<file path="src/rtl/calc_arbiter_if.sv">
// Bundle of requester, shared-calculator and response signals around calc_arbiter.
// The arbiter connects through the slave modport; its environment uses master.
interface calc_arbiter_if;
    logic        req0_valid;
    logic [17:0] req0_din;
    logic        req0_ready;
    logic        req1_valid;
    logic [17:0] req1_din;
    logic        req1_ready;
    logic [17:0] calc_din;
    logic [15:0] calc_result;
    logic        calc_neg;
    logic        rsp_valid;
    logic        rsp_id;
    logic [15:0] rsp_result;
    logic        rsp_neg;
    logic        rsp_err;
    logic        rsp_ready;
    logic        busy;

    modport slave (
        input  req0_valid, req0_din,
        output req0_ready,
        input  req1_valid, req1_din,
        output req1_ready,
        output calc_din,
        input  calc_result, calc_neg,
        output rsp_valid, rsp_id, rsp_result, rsp_neg, rsp_err,
        input  rsp_ready,
        output busy
    );

    modport master (
        output req0_valid, req0_din,
        input  req0_ready,
        output req1_valid, req1_din,
        input  req1_ready,
        input  calc_din,
        output calc_result, calc_neg,
        input  rsp_valid, rsp_id, rsp_result, rsp_neg, rsp_err,
        output rsp_ready,
        input  busy
    );
endinterface

</file>
<file path="src/rtl/calc_arbiter.sv">
// Round-robin arbiter sharing one fixed-latency calculator between two requesters.
// One operation in flight; illegal opcodes are answered directly with an error response.
module calc_arbiter #(
    parameter int unsigned CALC_LAT = 2,
    parameter logic [17:0] IDLE_DIN = 18'h00000
) (
    input  logic          clk,
    input  logic          reset,
    calc_arbiter_if.slave bus
);
    typedef enum logic [1:0] {
        IDLE,
        WAIT,
        RESP
    } state_t;

    localparam logic [3:0] CNT_INIT = 4'(CALC_LAT);

    state_t      state;
    logic [3:0]  cnt;
    logic        last;
    logic        gnt_any;
    logic        gnt_id;
    logic [17:0] gnt_din;

    // Ready is only offered in IDLE and is masked while reset is held low.
    always_comb begin
        gnt_any        = 1'b0;
        gnt_id         = 1'b0;
        gnt_din        = bus.req0_din;
        gnt_any        = (state == IDLE) && reset && (bus.req0_valid || bus.req1_valid);
        gnt_id         = (bus.req0_valid && bus.req1_valid) ? ~last : bus.req1_valid;
        gnt_din        = gnt_id ? bus.req1_din : bus.req0_din;
        bus.req0_ready = gnt_any && !gnt_id;
        bus.req1_ready = gnt_any && gnt_id;
    end

    always_ff @(posedge clk) begin
        if (!reset) begin
            state          <= IDLE;
            cnt            <= '0;
            last           <= 1'b1;
            bus.calc_din   <= IDLE_DIN;
            bus.rsp_valid  <= 1'b0;
            bus.rsp_id     <= 1'b0;
            bus.rsp_result <= '0;
            bus.rsp_neg    <= 1'b0;
            bus.rsp_err    <= 1'b0;
            bus.busy       <= 1'b0;
        end else begin
            case (state)
                IDLE: begin
                    if (gnt_any) begin
                        bus.rsp_id <= gnt_id;
                        bus.busy   <= 1'b1;
                        if (gnt_din[17:16] == 2'b11) begin
                            // Calculator is bypassed, so calc_din keeps the last legal word.
                            bus.rsp_result <= '0;
                            bus.rsp_neg    <= 1'b0;
                            bus.rsp_err    <= 1'b1;
                            bus.rsp_valid  <= 1'b1;
                            state          <= RESP;
                        end else begin
                            bus.calc_din <= gnt_din;
                            cnt          <= CNT_INIT;
                            state        <= WAIT;
                        end
                    end
                end
                WAIT: begin
                    cnt <= cnt - 4'd1;
                    if (cnt == 4'd1) begin
                        bus.rsp_result <= bus.calc_result;
                        bus.rsp_neg    <= bus.calc_neg;
                        bus.rsp_err    <= 1'b0;
                        bus.rsp_valid  <= 1'b1;
                        state          <= RESP;
                    end
                end
                RESP: begin
                    if (bus.rsp_ready) begin
                        bus.rsp_valid <= 1'b0;
                        bus.busy      <= 1'b0;
                        last          <= bus.rsp_id;
                        state         <= IDLE;
                    end
                end
                default: begin
                    state <= IDLE;
                end
            endcase
        end
    end
endmodule

</file>
<file path="src/flat_wrapper.sv">
// flat-port wrapper written by rule: the top's interface ports become plain ports
module calc_arbiter_flat 
#(
    parameter int unsigned CALC_LAT = 2,
    parameter logic [17:0] IDLE_DIN = 18'h00000
)
  (clk, reset, bus_req0_valid, bus_req0_din, bus_req0_ready, bus_req1_valid, bus_req1_din, bus_req1_ready, bus_calc_din, bus_calc_result, bus_calc_neg, bus_rsp_valid, bus_rsp_id, bus_rsp_result, bus_rsp_neg, bus_rsp_err, bus_rsp_ready, bus_busy);
  calc_arbiter_if bus_i ();
  input  logic clk;
  input  logic reset;
  input wire logic [$bits(bus_i.req0_valid)-1:0] bus_req0_valid;
  input wire logic [$bits(bus_i.req0_din)-1:0] bus_req0_din;
  output wire logic [$bits(bus_i.req0_ready)-1:0] bus_req0_ready;
  input wire logic [$bits(bus_i.req1_valid)-1:0] bus_req1_valid;
  input wire logic [$bits(bus_i.req1_din)-1:0] bus_req1_din;
  output wire logic [$bits(bus_i.req1_ready)-1:0] bus_req1_ready;
  output wire logic [$bits(bus_i.calc_din)-1:0] bus_calc_din;
  input wire logic [$bits(bus_i.calc_result)-1:0] bus_calc_result;
  input wire logic [$bits(bus_i.calc_neg)-1:0] bus_calc_neg;
  output wire logic [$bits(bus_i.rsp_valid)-1:0] bus_rsp_valid;
  output wire logic [$bits(bus_i.rsp_id)-1:0] bus_rsp_id;
  output wire logic [$bits(bus_i.rsp_result)-1:0] bus_rsp_result;
  output wire logic [$bits(bus_i.rsp_neg)-1:0] bus_rsp_neg;
  output wire logic [$bits(bus_i.rsp_err)-1:0] bus_rsp_err;
  input wire logic [$bits(bus_i.rsp_ready)-1:0] bus_rsp_ready;
  output wire logic [$bits(bus_i.busy)-1:0] bus_busy;
  assign bus_i.req0_valid = bus_req0_valid;
  assign bus_i.req0_din = bus_req0_din;
  assign bus_req0_ready = bus_i.req0_ready;
  assign bus_i.req1_valid = bus_req1_valid;
  assign bus_i.req1_din = bus_req1_din;
  assign bus_req1_ready = bus_i.req1_ready;
  assign bus_calc_din = bus_i.calc_din;
  assign bus_i.calc_result = bus_calc_result;
  assign bus_i.calc_neg = bus_calc_neg;
  assign bus_rsp_valid = bus_i.rsp_valid;
  assign bus_rsp_id = bus_i.rsp_id;
  assign bus_rsp_result = bus_i.rsp_result;
  assign bus_rsp_neg = bus_i.rsp_neg;
  assign bus_rsp_err = bus_i.rsp_err;
  assign bus_i.rsp_ready = bus_rsp_ready;
  assign bus_busy = bus_i.busy;
  calc_arbiter #(.CALC_LAT(CALC_LAT), .IDLE_DIN(IDLE_DIN)) u_core (.clk(clk), .reset(reset), .bus(bus_i));
endmodule
</file>
<file path="config.mk">
export PLATFORM = sky130hd
export DESIGN_NAME = calc_arbiter_flat
export DESIGN_NICKNAME = d
export VERILOG_FILES = /design/src/rtl/calc_arbiter_if.sv /design/src/rtl/calc_arbiter.sv /design/src/flat_wrapper.sv
export SDC_FILE = /design/constraint.sdc
export NUM_CORES = 1
export LEC_CHECK = 0
export ABC_AREA = 0
export CAP_MARGIN = 20
export CORE_ASPECT_RATIO = 1.4
export CORE_UTILIZATION = 36
export CTS_CLUSTER_SIZE = 12
export DETAILED_ROUTE_END_ITERATION = 7
export GPL_ROUTABILITY_DRIVEN = 1
export PLACE_DENSITY = 0.75
export SETUP_SLACK_MARGIN = 0.1
export SYNTH_ARGS = -nofsm -noshare
export SYNTH_HDL_FRONTEND = slang
export SYNTH_SLANG_ARGS = --single-unit
</file>
<file path="constraint.sdc">
create_clock -name clk -period 1.45 [get_ports clk]
set_input_delay 0.2175 -clock clk [delete_from_list [all_inputs] [get_ports clk]]
set_output_delay 0.2175 -clock clk [all_outputs]
set_load 0.1 [all_outputs]
</file>
==> key figures <==
Placement
  – GP Congestion: 0.826
  – HPWL after DPL: 4280 µm
  – I/O Buffers: 98
  – Pre-CTS WS: -0.593 ns

STA
  – Worst-Margin Slew: 0.492 ns
  – Count of final setup violators: 44
  – Final Hold Fails: 0
  – Final critical-path share of the clock period: 114%
  – Slew headroom: 66.9%
  – Final WS setup: -0.196 ns
  – Clock Skews: 0.0133 ns
  – Setup TNS: -4.10 ns
  – RSZ-0062 raised after global routing: true
  – Achievable frequency: 608 MHz
  – Max-slew violation count: 0
  – Tmin final: 1.65 ns

CTS
  – CTS tree: yes
  – CTS Sinks: 46
  – Number of buffers created by CTS: 5
  – Root Buffer: clkbuf_8
  – Clk buf depth: 2
  – Reg clk slew, reported paths: 0.08 ns
  – Number of H-tree levels: 2
  – Clk_lat worst skew: 0.30 ns
  – Cts hold-fix bufs: 0

Final layout
  – Share of layout cells above drive strength 1: 41.3%
  – Antenna cells: 0
  – Fin nets: 427
  – Area delta synth->final: 118%
  – # fillers: 263

Critical path
  – Max incr delay on CP: 0.35 ns
  – CP Launch Type: flop
  – Data arrival time of the critical path: 1.87 ns
  – Critical Path RT: 1.68 ns
  – CP Capture Type: flop
  – R2R cell count: 7
  – Kind of critical path: flop to flop
  – CP cell instances: a21boi_4 -> mux2_4 -> o21ai_4 -> buf_12 -> clkbuf_16 -> nand3_1 -> o21ai_1
  – Slowest CP cell: dfxtp_2
  – Max FO, Critical Path: 7

Global route
  – Initial antenna violation count: 0
  – Grt met2 use: 47.7%
  – Largest net degree at the start of global routing: 30
  – All-Layer GR Usage: 26.3%
  – Vias in the first global route: 2,439
  – Global route overflow: 0
  – Top Usage Layer GRT: met2
  – First-pass GRT wire length: 11,800 µm
  – Met3 Use GR: 9.01%
  – GR Util met1: 26.7%

Logic synthesis
  – Register area share after synthesis: 46.1%
  – Yosys reg bits: 46
  – Post-Syn Nets: 285
  – Mapped Cells: 225
  – Netlist cell types: 37
  – Ys Warns: 0
  – Post-synth top area share: 46.1%
  – Area contributors post-synth: dfxtp_1 (46%), mux2i_1 (9.0%), a211oi_1 (6.0%), nand2_1 (5.1%), nor2_1 (5.1%)
  – Netlist Area Pre-Place: 2000 µm²
  – Synth area leader: dfxtp_1
  – Synthesized area per cell: 8.87 µm²

Drt
  – Wirelength, routed: 8150 µm
  – Residual DRC: 0
  – Initial detailed-routing violation count: 130
  – Routed vias/inst: 5.29
  – First drt pass iteration count: 4
  – Remaining antenna violation count: 0
  – DR vias: 2,297
  – WL/cell: 18.8 µm

Floorplan
  – Die ar.: 5850 µm²
  – Die Y: 90.1 µm
  – Io pins: 99
  – Row Count: 31
  – Initial core utilization: 38.1%
  – Core Region: 5240 µm²
  – Die width: 64.9 µm

Min path
  – Worst hold path cell count: 3
  – HP Class: primary input to flop

Status
  – Failing checks: negative setup slack
  – Status: complete, but fails checks

Power
  – PwrDens: 936 nW/µm²
  – VDD IR max: 0.000704 V
  – Leak pwr: 1.67 nW
  – Pwr Total: 4.06 mW

Run
  – Max-cap viol count: 0
-- path summary, 6_finish.rpt --
check | start | endpoint | slack (ns)
setup / recovery | u_core.last | u_core.bus.rsp_result[6] | -0.20
setup reg to reg | u_core.last | u_core.bus.rsp_result[6] | -0.20
hold reg to reg | u_core.bus.rsp_result[12] | u_core.bus.rsp_result[12] | 0.49
hold / removal | bus_calc_result[0] | u_core.bus.rsp_result[0] | 0.47
-- synthesized netlist by cell type (all sizes together) --
| library cell | instances |
|---|---|
| a31o | 2 |
| o21bai | 1 |
| nor2b | 2 |
| buf | 10 |
| and3 | 1 |
| o2111a | 1 |
| o21a | 1 |
| ha | 2 |
| and2 | 1 |
| nand3 | 17 |
| o211ai | 1 |
| nor2 | 28 |
| o21ai | 21 |
| a211oi | 16 |
| a21boi | 1 |
| clkbuf | 5 |
| a311oi | 2 |
| or3 | 1 |
| a31oi | 2 |
| dfxtp | 46 |
| mux2i | 18 |
| a21oi | 7 |
| or4 | 1 |
| o32ai | 1 |
| inv | 3 |
| mux2 | 1 |
| nand2b | 2 |
| o211a | 1 |
| nand3b | 1 |
| nor4b | 1 |
| nand2 | 27 |
| o31a | 1 |
-- cell families after synthesis --
family / share of synthesized area (%)
adder cells (fa/ha/maj): 1.25
AND/OR/NAND/NOR: 18.4
buffers and inverters: 4.20
flip-flops: 46.1
multiplexers: 9.78
AO/OA/AOI/OAI: 20.3
-- cell usage in the layout (no fill, tap or decap), types with 2 or more instances in the layout --
master           synthesis  layout
a21oi_2                  0       3
inv_1                    3       2
dfxtp_2                  0       4
o21ai_1                 18      16
o21ai_0                  2       2
nand2_1                 27      26
mux2i_1                 18      17
clkbuf_8                 0       5
buf_12                   0      47
buf_4                    2      25
dlygate4sd2_1            0       3
a31o_1                   2       2
clkdlybuf4s50_1          0      54
buf_6                    0      13
nand2b_4                 0       2
clkbuf_16                0       2
nand3_1                 17      16
o21ai_2                  0       2
a21oi_1                  7       3
nor2_4                   1       5
a211oi_2                 0      15
nor2_1                  27      21
nor2_2                   0       5
dfxtp_1                 46      42
-- metrics by stage --
| stage | area, µm² | hold WS, ns | utilization (%) | std cells |
|---|---|---|---|---|
| CTS | 4150 | 0.464 | 79.3 | 424 |
| detailed placement | 3670 | 0.480 | 70.1 | 399 |
| floorplan | 2060 | 0.348 | - | 225 |
| global route | 4340 | 0.467 | 82.9 | 434 |
| global placement | 3670 | 0.472 | 70.1 | 399 |
| finish | 4340 | 0.475 | 82.9 | 434 |
-- critical path: cells and delay by family, from the launching register on --
| kind | cells | cell delay [ns] |
|---|---|---|
| buf+inv | 2 | 0.29 |
| mux | 1 | 0.35 |
| simple gates | 1 | 0.09 |
| compound gates | 3 | 0.50 |
| flops | 1 | 0.35 |
-- state kept, by name (all words and copies together), names as in the netlist --
signal                 cells
u_core.bus.busy            1
u_core.bus.calc_din       18
u_core.bus.rsp_err         1
u_core.bus.rsp_id          1
u_core.bus.rsp_neg         1
u_core.bus.rsp_result     16
u_core.bus.rsp_valid       1
u_core.cnt                 4
u_core.last                1
u_core.state               2
-- report_power, final --
| group | total [mW] | leakage, nW | internal (mW) | switching [mW] |
|---|---|---|---|---|
| Combinational | 1.81 | 1.25 | 0.808 | 1.01 |
| Sequential | 1.47 | 0.376 | 1.35 | 0.111 |
| Clock | 0.783 | 0.0452 | 0.341 | 0.442 |
-- routing by layer --
layer,part of all wire (%),up-vias
li1,-,1088
met1,35,1086
met2,56,107
met3,6.8,16
met4,2.3,0
met5,0,-
-- timing repair --
| item | in CTS | in global routing |
|---|---|---|
| resized for setup | 52 | 14 |
| endpoints found under the hold margin | 0 | 0 |
| cloned | 6 | 3 |
| setup endpoints to repair | 45 | 45 |
| setup buffers | 11 | 8 |
| pin swaps | 13 | 10 |
-- cell type report --
cell class                 count  area (µm²)  share of cell area, %
clock buffer                   6        72.6                   1.67
clock inverter                 2        13.8                  0.317
inverter                       3        11.3                  0.259
multi-input combinational    164        1270                   29.2
sequential                    46         926                   21.3
tap                           66        82.6                   1.90
timing repair buffer         147        1970                   45.3
Note: power is estimated with default switching activity, not from simulation.
